==> src/rtl/ts4231_pulse_capture.sv <==
// TS4231 envelope pulse capture: timestamps and measures low pulses on E into a FIFO stream.
// Optional 3-sample deglitch filter on the synchronized E line: TS4231_PULSE_DEGLITCH_EN.
module ts4231_pulse_capture #(
    parameter int TS_WIDTH   = 24,
    parameter int MIN_WIDTH  = 10,
    parameter int FIFO_DEPTH = 4
) (
    input  logic                clk,
    input  logic                reset,
    input  logic                enable,
    input  logic                e_in,
    output logic                pulse_valid,
    input  logic                pulse_ready,
    output logic [TS_WIDTH-1:0] pulse_timestamp,
    output logic [15:0]         pulse_width,
    output logic                overflow
);

    localparam int AW = (FIFO_DEPTH > 1) ? $clog2(FIFO_DEPTH) : 1;
    localparam int CW = AW + 1;
    localparam int DW = TS_WIDTH + 16;

    typedef enum logic [1:0] {
        ARM,
        IDLE,
        MEASURE
    } state_t;

    logic                s1;
    logic                s2;
    logic                e_line;
    logic [TS_WIDTH-1:0] ts;

    always_ff @(posedge clk) begin
        if (reset) begin
            s1 <= 1'b1;
            s2 <= 1'b1;
            ts <= '0;
        end else begin
            s1 <= e_in;
            s2 <= s1;
            ts <= ts + TS_WIDTH'(1);
        end
    end

`ifdef TS4231_PULSE_DEGLITCH_EN
    logic h0;
    logic h1;
    logic e_hold;

    always_ff @(posedge clk) begin
        if (reset) begin
            h0     <= 1'b1;
            h1     <= 1'b1;
            e_hold <= 1'b1;
        end else begin
            h0     <= s2;
            h1     <= h0;
            e_hold <= e_line;
        end
    end

    // Level only follows s2 once three consecutive samples agree.
    always_comb begin
        e_line = e_hold;
        if ((s2 == h0) && (h0 == h1)) begin
            e_line = s2;
        end
    end
`else
    assign e_line = s2;
`endif

    state_t              state;
    state_t              state_n;
    logic [TS_WIDTH-1:0] ts_lat;
    logic [15:0]         width;
    logic [15:0]         width_n;
    logic                lat_ld;
    logic                push;

    always_ff @(posedge clk) begin
        if (reset) begin
            state  <= ARM;
            ts_lat <= '0;
            width  <= '0;
        end else begin
            state <= state_n;
            width <= width_n;
            if (lat_ld) begin
                ts_lat <= ts;
            end
        end
    end

    always_comb begin
        state_n = state;
        width_n = width;
        lat_ld  = 1'b0;
        push    = 1'b0;
        if (!enable) begin
            state_n = ARM;
        end else begin
            unique case (state)
                ARM: begin
                    if (e_line) begin
                        state_n = IDLE;
                    end
                end
                IDLE: begin
                    if (!e_line) begin
                        state_n = MEASURE;
                        lat_ld  = 1'b1;
                        width_n = 16'd1;
                    end
                end
                MEASURE: begin
                    if (e_line) begin
                        state_n = IDLE;
                        push    = (width >= 16'(MIN_WIDTH))
                               && (width != 16'hFFFF);
                    end else if (width != 16'hFFFF) begin
                        width_n = width + 16'd1;
                    end
                end
                default: state_n = ARM;
            endcase
        end
    end

    logic [DW-1:0] mem [FIFO_DEPTH];
    logic [DW-1:0] head;
    logic [DW-1:0] wr_data;
    logic [AW-1:0] wr_ptr;
    logic [AW-1:0] rd_ptr;
    logic [CW-1:0] count;
    logic          full;
    logic          pop;
    logic          wr_en;

    assign wr_data     = {ts_lat, width};
    assign full        = (count == CW'(FIFO_DEPTH));
    assign pulse_valid = (count != '0);
    assign pop         = pulse_valid && pulse_ready;
    assign wr_en       = push && (!full || pop);

    always_ff @(posedge clk) begin
        if (wr_en) begin
            mem[wr_ptr] <= wr_data;
        end
    end

    // head is a register copy of mem[rd_ptr] so outputs hold once drained.
    always_ff @(posedge clk) begin
        if (reset) begin
            wr_ptr   <= '0;
            rd_ptr   <= '0;
            count    <= '0;
            overflow <= 1'b0;
            head     <= '0;
        end else begin
            if (wr_en) begin
                wr_ptr <= wr_ptr + AW'(1);
            end
            if (pop) begin
                rd_ptr <= rd_ptr + AW'(1);
            end
            unique case ({wr_en, pop})
                2'b10:   count <= count + CW'(1);
                2'b01:   count <= count - CW'(1);
                default: count <= count;
            endcase
            if (push && full && !pop) begin
                overflow <= 1'b1;
            end
            if (pop && (count > CW'(1))) begin
                head <= mem[rd_ptr + AW'(1)];
            end else if (wr_en && ((count == '0)
                         || (pop && (count == CW'(1))))) begin
                head <= wr_data;
            end
        end
    end

    assign pulse_timestamp = head[DW-1:16];
    assign pulse_width     = head[15:0];

endmodule

==> config.mk <==
export PLATFORM = sky130hd
export DESIGN_NAME = ts4231_pulse_capture
export DESIGN_NICKNAME = d
export VERILOG_FILES = /design/src/rtl/ts4231_pulse_capture.sv
export SDC_FILE = /design/constraint.sdc
export NUM_CORES = 1
export LEC_CHECK = 0
export CORE_AREA = 2 2 108 215
export DETAILED_ROUTE_END_ITERATION = 10
export DIE_AREA = 0 0 110 217
export HOLD_SLACK_MARGIN = 0.05
export PLACE_DENSITY = 0.76
export SLEW_MARGIN = 20
export SYNTH_ARGS = -nofsm -noshare
export SYNTH_HDL_FRONTEND = slang
export SYNTH_SLANG_ARGS = --single-unit
==> constraint.sdc <==
create_clock -name clk -period 4.1 [get_ports clk]
set_clock_uncertainty 0.1 [all_clocks]
set_input_delay 0.82 -clock clk [delete_from_list [all_inputs] [get_ports clk]]
set_output_delay 0.82 -clock clk [all_outputs]
set_load 0.02 [all_outputs]
* Word level (Yosys, flattened, before mapping)
Memory sizes are Yosys's and may differ from the RTL's.
Cells that the tools add are included.
** Word-level totals
- Flip-flop bits (word level) :: 116
- Bits in writable memories :: 160
- Bits of input ports :: 5
- Output and inout port bits :: 42
- Word-level logic and storage cells :: 72
- Memories kept :: 1
** Memories
- mem :: words 4, bits a word 40, rd ports 1, clocked after memory_dff 0, wr ports 1, RTL line 131 : logic [DW-1:0] mem [FIFO_DEPTH];
** Operators by class
- $add $sub $neg :: 6
- Magnitude comparators :: 2
- Equality and inequality tests :: 11
- Multiplexer cells :: 18
- Bitwise gates (word level) :: 1
- Reductions and logical operators :: 22
** Operators by type and width (number)
- $mux W40 :: 2
- $mux W16 :: 3
- $pmux W16 S2 :: 1
- $add A24 B1 Y24 const B :: 1
- $add A16 B1 Y16 const B :: 1
- $ge A16 B4 Y1 const B :: 1
- $ne A16 B16 Y1 const B :: 1
- $logic_and A1 B1 Y1 :: 8
- $mux W1 :: 8
- $ne A2 B2 Y1 const B :: 3
- $pmux W3 S2 :: 1
- $reduce_bool A2 Y1 :: 3
- $reduce_and A5 Y1 :: 1
- $add A2 B1 Y2 const B :: 2
- $eq A2 B1 Y1 const B :: 2
- $eq A2 B2 Y1 const B :: 2
- $mux W2 :: 2
- $pmux W2 S2 :: 1
- $reduce_or A2 Y1 :: 2
- $add A3 B1 Y3 const B :: 1
- $eq A3 B1 Y1 const B :: 1
- $eq A3 B3 Y1 const B :: 1
- $gt A3 B1 Y1 const B :: 1
- $logic_not A3 Y1 :: 1
- other kinds (8) :: 10

* Depth between registers and ports, before layout
Gate-level depths: netlist of the first run.
- Depth in word-level cells :: 9
- Mapped depth :: 10
- Depth with buffers taken out :: 7

* Least setup slack after synthesis of the first run
No wires, ideal clock.
- Kind :: input-to-reg
- From :: in pulse_ready
- To :: mem mem[0][0] (netlist bit), enable pin
- Library setup time :: 0.401 ns
- Arrival time :: 2.484 ns
- Required time :: 3.599 ns
- Slack :: 1.115 ns
- Stages on the path :: 5
- Buffers on the path :: 1
- Path through :: and3b_1 nor2_1 and3_1 clkbuf_1 and2_1
** Between the ends
- Cells in the longest elaborated chain, start to end :: 5
** RTL lines
- start, declared :: RTL line 13 : input logic pulse_ready,
- $logic_and A1 B1 Y1 :: RTL line 144 : assign pop = pulse_valid && pulse_ready;
- $logic_or A1 B1 Y1 :: RTL line 145 : assign wr_en = push && (!full || pop);
- $logic_and A1 B1 Y1 :: RTL line 145
- $mux W1 :: RTL line 148 : if (wr_en) begin
- $mux W1 (not written as such) :: RTL line 149 : mem[wr_ptr] <= wr_data;
- end, declared :: RTL line 131
No other way between the ends.

* Final worst setup path of the first run
- From :: reg width[0]
- To :: reg head[39]
** Between the ends
- Cells in the longest elaborated chain, start to end :: 8
- Elaborated cells between the ends (all ways) :: 9
- Those cells by class :: order compare: 1; eq/ne: 1; mux: 3; reduce/logical: 4
** RTL lines
- start, declared :: RTL line 77 : logic [15:0] width;
- start signal, assigned :: RTL line 89 : width <= width_n;
- $ge A16 B4 Y1 / $ne A16 B16 Y1 (equally long branches) :: RTL line 120, 121
- $logic_and A1 B1 Y1 (*) :: RTL line 121 : && (width != 16'hFFFF);
- $mux W1 (*) :: RTL line 118 : if (e_line) begin
- $mux W1 (*) :: RTL line 104 : unique case (state)
- $mux W1 (*) :: RTL line 101 : if (!enable) begin
- $logic_and A1 B1 Y1 (*) :: RTL line 145
- $logic_and A1 B1 Y1 (*) :: RTL line 178 : end else if (wr_en && ((count == '0)
- $reduce_bool A2 Y1 (no line) (*)
- end signal, assigned :: RTL line 177 : head <= mem[rd_ptr + AW'(1)];
- end signal, assigned :: RTL line 180 : head <= wr_data;
- end, declared :: RTL line 132 : logic [DW-1:0] head;
Mark *: on every way between the ends. The rest lies on a longest branch, timed or not.
A chain may end at the register's enable or synchronous reset.

==> results by group, run 1 <==
Synthesis
  • Synth area leader: edfxtp_1
  • Yosys reg bits: 276
  • Ys async rst share: 0%
  • Synth cell types: 42
  • Top FF cell, synth: edfxtp_1
  • Multiplexer share of the synthesized area: 8.73%
  • Synth area leaders: edfxtp_1 44%, dfxtp_1 21%, mux4_2 8.2%, nand2_1 5.0%, a311oi_1 3.3%
  • Post-synth top cells: 160 x edfxtp_1, 145 x nand2_1, 116 x dfxtp_1
  • Synth Cell Area: 10900 um2
  • Post-Synth Adder-Cell Area: 1.26%
  • Largest family of logic cells by synthesized area: simple AND/OR/NAND/NOR gates
  • Post-synthesis net count: 865
  • XOR/XNOR Fraction of Synth Area: 2.01%
  • Post-synthesis compound-gate area fraction: 6.71%
  • Syn Area/Cell: 12.9 um2
  • Simple-gate share of the synthesized area: 13.2%
  • Post-synth EDFFs: 160
  • YS warnings: 0
  • Most frequent cell after synthesis: edfxtp_1
  • Post-synth top area share: 44.0%
  • Post-Syn Instances: 849
  • Seq/Total Area, Yosys: 65.3%

Die
  • Die area: 23900 um2
  • Die Width: 110 um
  • IO Pins: 47
  • Row count: 78
  • Die height: 217 um
  • Core Region: 22300 um2
  • Initial core utilization: 48.9%

Worst setup path
  • Reg2reg start: width[0]$_SDFFE_PP0P_
  • CP Capture Type: flip-flop
  • Critical Path End: head[39]$_SDFFE_PP0P_
  • Crit Path Class: flip-flop to flip-flop
  • Worst path cell trace: ha_1 -> nand3_1 -> or4_1 -> and4_1 -> or2_1 -> buf_12 -> a311oi_1
  • Critical path peak fanout: 33
  • Reg2reg setup slack: 1.04 ns
  • Critical Path Max Stage Delay: 0.71 ns
  • Setup crit start: width[0]$_SDFFE_PP0P_
  • RR Endpoint: head[39]$_SDFFE_PP0P_
  • WP data required: 4.43 ns
  • Crit path DAT: 3.39 ns
  • Reg2Reg Depth: 7
  • CP max stage cell: or4_1
  • CP Launch Type: flip-flop

Power and ir drop
  • Cell Pwr Density: 551 nW/um2
  • VDD IR max: 0.000415 V
  • Power consumption: 6.88 mW
  • Leakage: 3.77 nW

Place
  • Port bufs: 46
  • RePlAce Congestion: 0.803
  • Post-detail-place hpwl: 13100 um
  • Inst Count DP: 1129

Route
  • Initial DRC count: 622
  • Antenna-violating nets left: 0
  • Via count: 6856
  • Drt pass-1 iters: 5
  • DRC viols: 0
  • Final WL: 21800 um
  • Routed WL per cell: 18.6 um
  • Via density: 5.83

Timing
  • Max-slew headroom: 44.1%
  • Slew Limit Fails: 0
  • Final Hold Vio Count: 0
  • Max Fclk: 327 MHz
  • RSZ-0062 raised after global routing: false
  • Worst-Margin Slew: 0.839 ns
  • Final Setup Violations: 0
  • Fin crit share: 74.5%
  • Setup Total Neg Slack: 0 ns
  • Min Tclk post-route: 3.06 ns
  • Hold WS: 0.312 ns

Clock tree
  • CTS Hold Bufs: 0
  • Root Buffer: clkbuf_16
  • Post-CTS Setup Bufs: 0
  • # clock sinks: 276
  • Bufs on Longest Clock Path: 3
  • H-tree depth: 1
  • Clock slew at the register clock pins of the worst setup and hold paths: 0.07 ns
  • Insertion delay to the later sink of the worst-skew pair: 0.53 ns
  • CTS tree: built
  • Num CTS Buffers: 25
  • Post-CTS Resized: 0

Global route
  • First-pass GRT wire length: 35500 um
  • Initial antenna violation count: 0
  • GRT Total Usage: 19.0%
  • Largest net degree at the start of global routing: 81
  • Vias in the first global route: 6687
  • Remaining global-route overflow: 0

Final layout
  • Area delta synth->final: 14.4%
  • Fillers: 1744
  • Nets@finish: 892
  • Finished Layout Cells: 1175
  • ANT cells: 0
  • Layout cells sized above 1: 11.7%

Min path
  • Hold WC Path Type: flip-flop to flip-flop

Flow run
  • Max_cap viols: 0

Run status
  • Outcome: finished clean
==> cell type report <==
| type | count | area (um2) | share of cell area, % |
|---|---|---|---|
| Inverter | 13 | 48.8 | 0.391 |
| Clock inverter | 15 | 203 | 1.62 |
| Multi-Input combinational cell | 501 | 3490 | 27.9 |
| Sequential cell | 276 | 7130 | 57.1 |
| Timing Repair Buffer | 59 | 593 | 4.75 |
| Tap cell | 280 | 350 | 2.80 |
| Clock buffer | 31 | 679 | 5.44 |
==> cells in the final DEF, fill, tap and decap left out, drive strengths merged, types with 12 or more instances in the layout <==
cell type / count
o21ai: 13
or3: 12
a21oi: 41
mux4: 40
clkdlybuf4s50: 45
nand2: 145
dfxtp: 116
clkbuf: 31
buf: 14
edfxtp: 160
nor3: 45
inv: 14
a311oi: 41
nand3: 13
nor2: 44
nand4: 16
xor2: 17
==> metrics by stage <==
stage                     utilization, %  area [um2]  worst slack, ns
after detailed placement            51.9       11600            0.779
final                               55.9       12500             1.04
after global placement              51.9       11600            0.875
after floorplan                        -       10900             1.11
after global routing                55.9       12500            0.790
after CTS                           55.9       12500             1.05
==> kinds of logic (layout without fill, tap and decap cells) <==
group	after synthesis	count (layout)
AO/OA/AOI/OAI	109	109
adder cells (fa/ha/maj)	11	11
flip-flops	276	276
multiplexers	45	45
buffers and inverters	72	118
AND/OR/NAND/NOR	311	311
XOR/XNOR	25	25
==> how the worst min path moves through the flow <==
stage | slack, ns | endpoint | from | cells after the start
after floorplan | 0.29 | e_line$_SDFF_PP1_ | s1$_SDFF_PP1_ | 1
after detailed placement | 0.30 | e_line$_SDFF_PP1_ | s1$_SDFF_PP1_ | 1
after global placement | 0.30 | e_line$_SDFF_PP1_ | s1$_SDFF_PP1_ | 1
final | 0.31 | e_line$_SDFF_PP1_ | s1$_SDFF_PP1_ | 1
after CTS | 0.31 | e_line$_SDFF_PP1_ | s1$_SDFF_PP1_ | 1
after global routing | 0.33 | e_line$_SDFF_PP1_ | s1$_SDFF_PP1_ | 1
==> sequential cells by signal, summed over array words and instances (netlist names) <==
signal and flops:
width 16, head 40, wr_ptr 2, rd_ptr 2, count 3, ts_lat 24
state 2, e_line 1, ts 24, s1 1, mem 160, overflow 1
==> power by group <==
group          leakage, nW  internal, mW  total (mW)  switching [mW]
registers             2.31          3.05        3.24           0.189
logic                 1.03         0.527        1.16           0.633
clock network        0.432          1.49        2.48           0.987
==> critical path: cells and delay by family (launching register included) <==
| family | cells | cell delay [ns] |
|---|---|---|
| simple gates | 4 | 1.52 |
| flops | 1 | 0.55 |
| buf+inv | 1 | 0.26 |
| compound gates | 1 | 0.26 |
| fa+ha+maj | 1 | 0.25 |
==> metal layers <==
| layer | GRT usage [%] | up-vias | share of wire, % |
|---|---|---|---|
| li1 | - | 3212 | - |
| met1 | 26.9 | 3380 | 43 |
| met2 | 30.9 | 242 | 49 |
| met3 | 2.52 | 22 | 5.9 |
| met4 | 4.64 | 0 | 1.6 |
| met5 | 0 | - | 0 |
Power figures use the tool's default switching activity.
==> run 2: changes to the inputs <==
--- a/config.mk
+++ b/config.mk
@@ -9,7 +9,7 @@
 export DETAILED_ROUTE_END_ITERATION = 10
 export DIE_AREA = 0 0 110 217
 export HOLD_SLACK_MARGIN = 0.05
-export PLACE_DENSITY = 0.76
+export PLACE_DENSITY = 0.78
 export SLEW_MARGIN = 20
 export SYNTH_ARGS = -nofsm -noshare
 export SYNTH_HDL_FRONTEND = slang
==> constraint.sdc (replaced) <==
create_clock -name clk -period 2.6 [get_ports clk]
set_clock_uncertainty 0.1 [all_clocks]
set_input_delay 0.52 -clock clk [delete_from_list [all_inputs] [get_ports clk]]
set_output_delay 0.52 -clock clk [all_outputs]
set_load 0.02 [all_outputs]
==> run 2 against run 1 <==
Compared with the run above: clock power increased by 61%; first-iteration DRC count decreased by 1.1%; largest power group unchanged; critical path depth decreased by 3; non-clock buffer count increased by 28; via count increased by 3.4%.
==> results by group, run 2 (synthesized netlist as in run 1, its figures left out) <==
Place
  • Pre-CTS WS: 0.00125 ns
  • Post-detail-place hpwl: 14500 um
  • Port bufs: 46
  • RePlAce Congestion: 0.874
  • Inst Count DP: 1157

Global route
  • Remaining global-route overflow: 0
  • GRT Total Usage: 19.8%
  • Initial antenna violation count: 0
  • Vias in the first global route: 6985
  • First-pass GRT wire length: 37000 um
  • Largest net degree at the start of global routing: 81

Final layout
  • Max FFs per register: 160
  • Biggest register: mem
  • Area delta synth->final: 17.8%
  • Fillers: 1677
  • Layout cells sized above 1: 14.9%
  • Finished Layout Cells: 1201
  • Final core occ: 57.6%
  • Leading cell types in the layout, fill and taps excluded: 160 x edfxtp_1, 145 x nand2_1, 114 x dfxtp_1
  • Largest regs: mem: 160 flops, head: 40 flops
  • Commonest non-fill, non-tap cell in the layout: edfxtp_1
  • Nets@finish: 919
  • ANT cells: 0

Worst setup path
  • Reg2Reg Depth: 9
  • Reg2reg start: width[0]$_SDFFE_PP0P_
  • CP Launch Type: flip-flop
  • WP data required: 1.98 ns
  • Worst path cell trace: inv_1 -> ha_1 -> nand2b_1 -> dlygate4sd2_1
  • Critical path peak fanout: 5
  • Reg2reg setup slack: 0.20 ns
  • CP Capture Type: output pin
  • Crit path DAT: 1.82 ns
  • RR Endpoint: head[13]$_SDFFE_PP0P_
  • Crit Path Class: flip-flop to output pin
  • CP max stage cell: dfxtp_1
  • Critical Path Max Stage Delay: 0.40 ns

Route
  • Drt pass-1 iters: 5
  • Final WL: 23100 um
  • Via density: 5.91
  • Via count: 7092
  • Antenna-violating nets left: 0
  • DRC viols: 0
  • Initial DRC count: 615
  • Routed WL per cell: 19.2 um

Die
  • Initial core utilization: 48.9%
  • Die Width: 110 um
  • Die height: 217 um
  • Die area: 23900 um2
  • Core Region: 22300 um2
  • IO Pins: 47
  • Row count: 78

Min path
  • WHS Endpoint: e_line$_SDFF_PP1_
  • Hold path start: s1$_SDFF_PP1_
  • Hold WC Path Type: flip-flop to flip-flop
  • WHS Path Cells: 1

Timing
  • Final Setup Violations: 0
  • Max Fclk: 411 MHz
  • Fin crit share: 93.7%
  • Post-route setup slack: 0.165 ns
  • Max-slew headroom: 61.7%
  • Slew Limit Fails: 0
  • Worst-Margin Slew: 0.572 ns
  • Final Hold Vio Count: 0
  • Min Tclk post-route: 2.44 ns
  • RSZ-0062 raised after global routing: false
  • Hold WS: 0.318 ns

Clock tree
  • Insertion delay to the later sink of the worst-skew pair: 0.51 ns
  • Root Buffer: clkbuf_16
  • H-tree depth: 1
  • Bufs on Longest Clock Path: 3
  • Num CTS Buffers: 24
  • CTS tree: built
  • Clock slew at the register clock pins of the worst setup and hold paths: 0.06 ns
  • # clock sinks: 276
  • Post-CTS Setup Bufs: 0

Run status
  • Outcome: finished clean

Power and ir drop
  • VDD IR max: 0.000667 V
  • Power consumption: 11.0 mW
  • Cell Pwr Density: 853 nW/um2
  • Leakage: 3.96 nW

Flow run
  • Max_cap viols: 0
==> run 2: changes by cell type in the layout (fill, tap and decap cells not counted), sizes merged <==
cell	change
clkdlybuf4s50	-1
clkbuf	-2
dlygate4sd2	+1
buf	+28
clkinv	-4
bufinv	+1
clkinvlp	+3
==> run 2: layout make-up <==
cell class	count	area (um2)	area share (%)
Sequential cell	276	7130	55.4
Timing Repair Buffer	87	927	7.21
Clock buffer	29	671	5.21
Clock inverter	15	240	1.87
Tap cell	280	350	2.72
Multi-Input combinational cell	501	3500	27.2
Inverter	13	48.8	0.379
==> run 2: critical path, delay by kind of cell (launching register included) <==
| family | cells | cell delay, ns |
|---|---|---|
| buf+inv | 2 | 0.47 |
| flops | 1 | 0.40 |
| fa+ha+maj | 1 | 0.26 |
| simple gates | 1 | 0.18 |
==> run 2: stage by stage <==
stage | instance area (um2) | TNS [ns]
global route | 12900 | 0
global placement | 11900 | 0
detailed placement | 11900 | 0
floorplan | 10900 | -6.03
CTS | 12900 | 0
finish | 12900 | 0
==> run 2: how the worst max path moves through the flow <==
| stage | from | end |
|---|---|---|
| 6_report | count[0]$_SDFFE_PP0P_ | pulse_valid |
| 5_1_grt | width[0]$_SDFFE_PP0P_ | head[13]$_SDFFE_PP0P_ |
| 4_1_cts | width[15]$_SDFFE_PP0P_ | head[5]$_SDFFE_PP0P_ |
| 3_5_place_dp | enable | mem[1][25]$_DFFE_PP_ |
| 3_3_place_gp | enable | mem[0][24]$_DFFE_PP_ |
| 2_1_floorplan | width[1]$_SDFFE_PP0P_ | mem[0][0]$_DFFE_PP_ |
==> run 2: power breakdown <==
part	switching [mW]	total [mW]	internal (mW)
Sequential	0.203	5.01	4.81
Clock	1.54	3.99	2.44
Combinational	1.11	1.98	0.876
Total	2.85	11.0	8.13
==> run 2: routing by layer <==
metal / vias up / global-route usage [%] / part of all wire, %
li1: 3275 / - / -
met1: 3520 / 26.7 / 42
met2: 253 / 33.5 / 50
met3: 44 / 2.46 / 5.6
met4: 0 / 5.44 / 2.2
met5: - / 0 / 0
==> run 2: what timing repair did <==
item	4_1_cts	5_1_grt
resized for setup	1	2
gates cloned	0	0
setup endpoints to repair	1	11
endpoints found under the hold margin	0	0
pin swaps	0	0
hold buffers	0	0
==> run 3: changes to the inputs <==
--- a/config.mk
+++ b/config.mk
@@ -6,6 +6,7 @@
 export NUM_CORES = 1
 export LEC_CHECK = 0
 export CORE_AREA = 2 2 108 215
+export CTS_CLUSTER_SIZE = 12
 export DETAILED_ROUTE_END_ITERATION = 10
 export DIE_AREA = 0 0 110 217
 export HOLD_SLACK_MARGIN = 0.05
==> run 3 against run 2 <==
Compared with the run above: combinational power hardly changed; non-clock buffer count stayed put; cell area is 0.98% lower; power is 4.3% lower; maximum frequency is 0.14% lower; wire length is 0.76% higher; via count is 0.58% lower; global-route usage is 0.31 points higher; sequential share of layout area is 0.55 points higher; critical path depth stayed put; clock-buffer cell count is 19 higher; final cell count is 0.50% higher; largest cell class unchanged.
==> results by group, run 3 (synthesized netlist as in run 1, its figures left out) <==
Run status
  • Outcome: finished clean

Worst setup path
  • Critical path peak fanout: 5
  • Crit path DAT: 1.82 ns
  • CP max stage cell: dfxtp_1
  • Reg2reg start: width[15]$_SDFFE_PP0P_
  • Crit Path Class: flip-flop to output pin
  • Reg2reg setup slack: 0.18 ns
  • Setup crit start: count[0]$_SDFFE_PP0P_
  • CP Capture Type: output pin
  • CP Launch Type: flip-flop
  • Worst path cell trace: inv_1 -> ha_1 -> nand2b_1 -> dlygate4sd2_1
  • WP data required: 1.98 ns
  • Critical Path Max Stage Delay: 0.40 ns

Global route
  • Vias in the first global route: 7033
  • Initial antenna violation count: 0
  • Remaining global-route overflow: 0
  • Largest net degree at the start of global routing: 81
  • First-pass GRT wire length: 37600 um
  • GRT Total Usage: 20.1%

Final layout
  • Max FFs per register: 160
  • Largest regs: mem: 160 flops, head: 40 flops
  • Layout cells sized above 1: 13.7%
  • Commonest non-fill, non-tap cell in the layout: edfxtp_1
  • Biggest register: mem
  • Design Area, Final: 12700 um2
  • Nets@finish: 922
  • ANT cells: 0
  • Area delta synth->final: 16.6%
  • Leading cell types in the layout, fill and taps excluded: 160 x edfxtp_1, 145 x nand2_1, 114 x dfxtp_1
  • Final core occ: 57.0%

Timing
  • Slew Limit Fails: 0
  • Setup Total Neg Slack: 0 ns
  • Max Fclk: 410 MHz
  • Max-slew headroom: 61.8%
  • Worst-Margin Slew: 0.571 ns
  • Final Setup Violations: 0
  • RSZ-0062 raised after global routing: false
  • Fin crit share: 93.8%
  • Final Hold Vio Count: 0
  • Min Tclk post-route: 2.44 ns

Flow run
  • Max_cap viols: 0

Power and ir drop
  • Comb power frac: 18.9%
  • Cell Pwr Density: 824 nW/um2
  • Power consumption: 10.5 mW
  • Switching share of total power: 26.9%
  • NetSw: 2.83 mW
  • Sequential Power Share: 47.7%
  • VDD IR max: 0.000725 V
  • Internal cell power: 7.67 mW
  • Leakage: 3.90 nW
  • Clock share of power: 33.3%

Route
  • Via density: 5.84
  • Final WL: 23300 um
  • Antenna-violating nets left: 0
  • Drt pass-1 iters: 5
  • Routed WL per cell: 19.3 um
  • Via count: 7051
  • DRC viols: 0
  • Initial DRC count: 606

Min path
  • Hold WC Path Type: flip-flop to flip-flop
  • Hold path start: s1$_SDFF_PP1_

Clock tree
  • H-tree depth: 1
  • Num CTS Buffers: 27
  • Root Buffer: clkbuf_16
  • Clock slew at the register clock pins of the worst setup and hold paths: 0.06 ns
  • CTS tree: built
  • CTS Hold Bufs: 0
  • Bufs on Longest Clock Path: 3
  • # clock sinks: 276
  • Insertion delay to the later sink of the worst-skew pair: 0.53 ns

Die
  • Initial core utilization: 48.9%
  • IO Pins: 47
  • Die height: 217 um
  • Die Width: 110 um
  • Row count: 78
  • Die area: 23900 um2
  • Core Region: 22300 um2

Place
  • Port bufs: 46
  • Placed Area: 11900 um2
  • RePlAce Congestion: 0.874
  • Post-detail-place hpwl: 14500 um
-- run 3: layout make-up --
class                   instances  area [um2]
clock buffers                  48         768
clock inverters                 2        16.3
fillers                      1724        9610
inverters                      13        48.8
multi-input cells             501        3500
flip-flops and latches        276        7130
well taps                     280         350
repair buffers                 87         927
-- run 3: layer usage --
metal / track usage (%) / wire length, um / vias up
met5: 0 / 0 / -
met2: 34.0 / 11900 / 256
li1: - / - / 3282
met4: 4.09 / 358 / 0
met1: 27.6 / 9580 / 3483
met3: 2.91 / 1440 / 30
-- run 3: per-stage QoR --
stage / setup WS, ns / hold WS, ns / cells
2_1_floorplan: -0.0377 / 0.289 / 849
3_3_place_gp: 0.0754 / 0.304 / 1157
3_5_place_dp: 0.00125 / 0.302 / 1157
4_1_cts: 0.122 / 0.318 / 1207
5_1_grt: 0.00681 / 0.349 / 1207
6_report: 0.161 / 0.315 / 1207
-- run 3: worst max-delay path: cells and delay by family (launching register included) --
family / cells / cell delay (ns)
and+or+nand+nor: 1 / 0.17
DFF: 1 / 0.40
adders and majority gates: 1 / 0.26
buffers and inverters: 2 / 0.47
-- run 3: what timing repair did --
| item | 4_1_cts | 5_1_grt |
|---|---|---|
| setup buffers | 0 | 0 |
| gates resized for setup | 1 | 2 |
| cloned | 0 | 0 |
| setup endpoints to repair | 1 | 21 |
-- run 3: worst paths after layout --
path,endpoint,depth (start not counted)
min reg2reg,e_line$_SDFF_PP1_,1
min,e_line$_SDFF_PP1_,1
max,pulse_valid,4
max reg2reg,head[30]$_SDFFE_PP0P_,6
-- run 3: power by group through the flow --
| stage | registers, mW | logic, mW | clock network (mW) |
|---|---|---|---|
| global placement | 5.09 | 1.96 | 0 |
| global route | 5.04 | 2.16 | 3.72 |
| floorplan | 5.26 | 1.09 | 0 |
| CTS | 5.01 | 2.01 | 3.55 |
| detailed placement | 5.10 | 2.00 | 0 |
| finish | 5.01 | 1.99 | 3.50 |
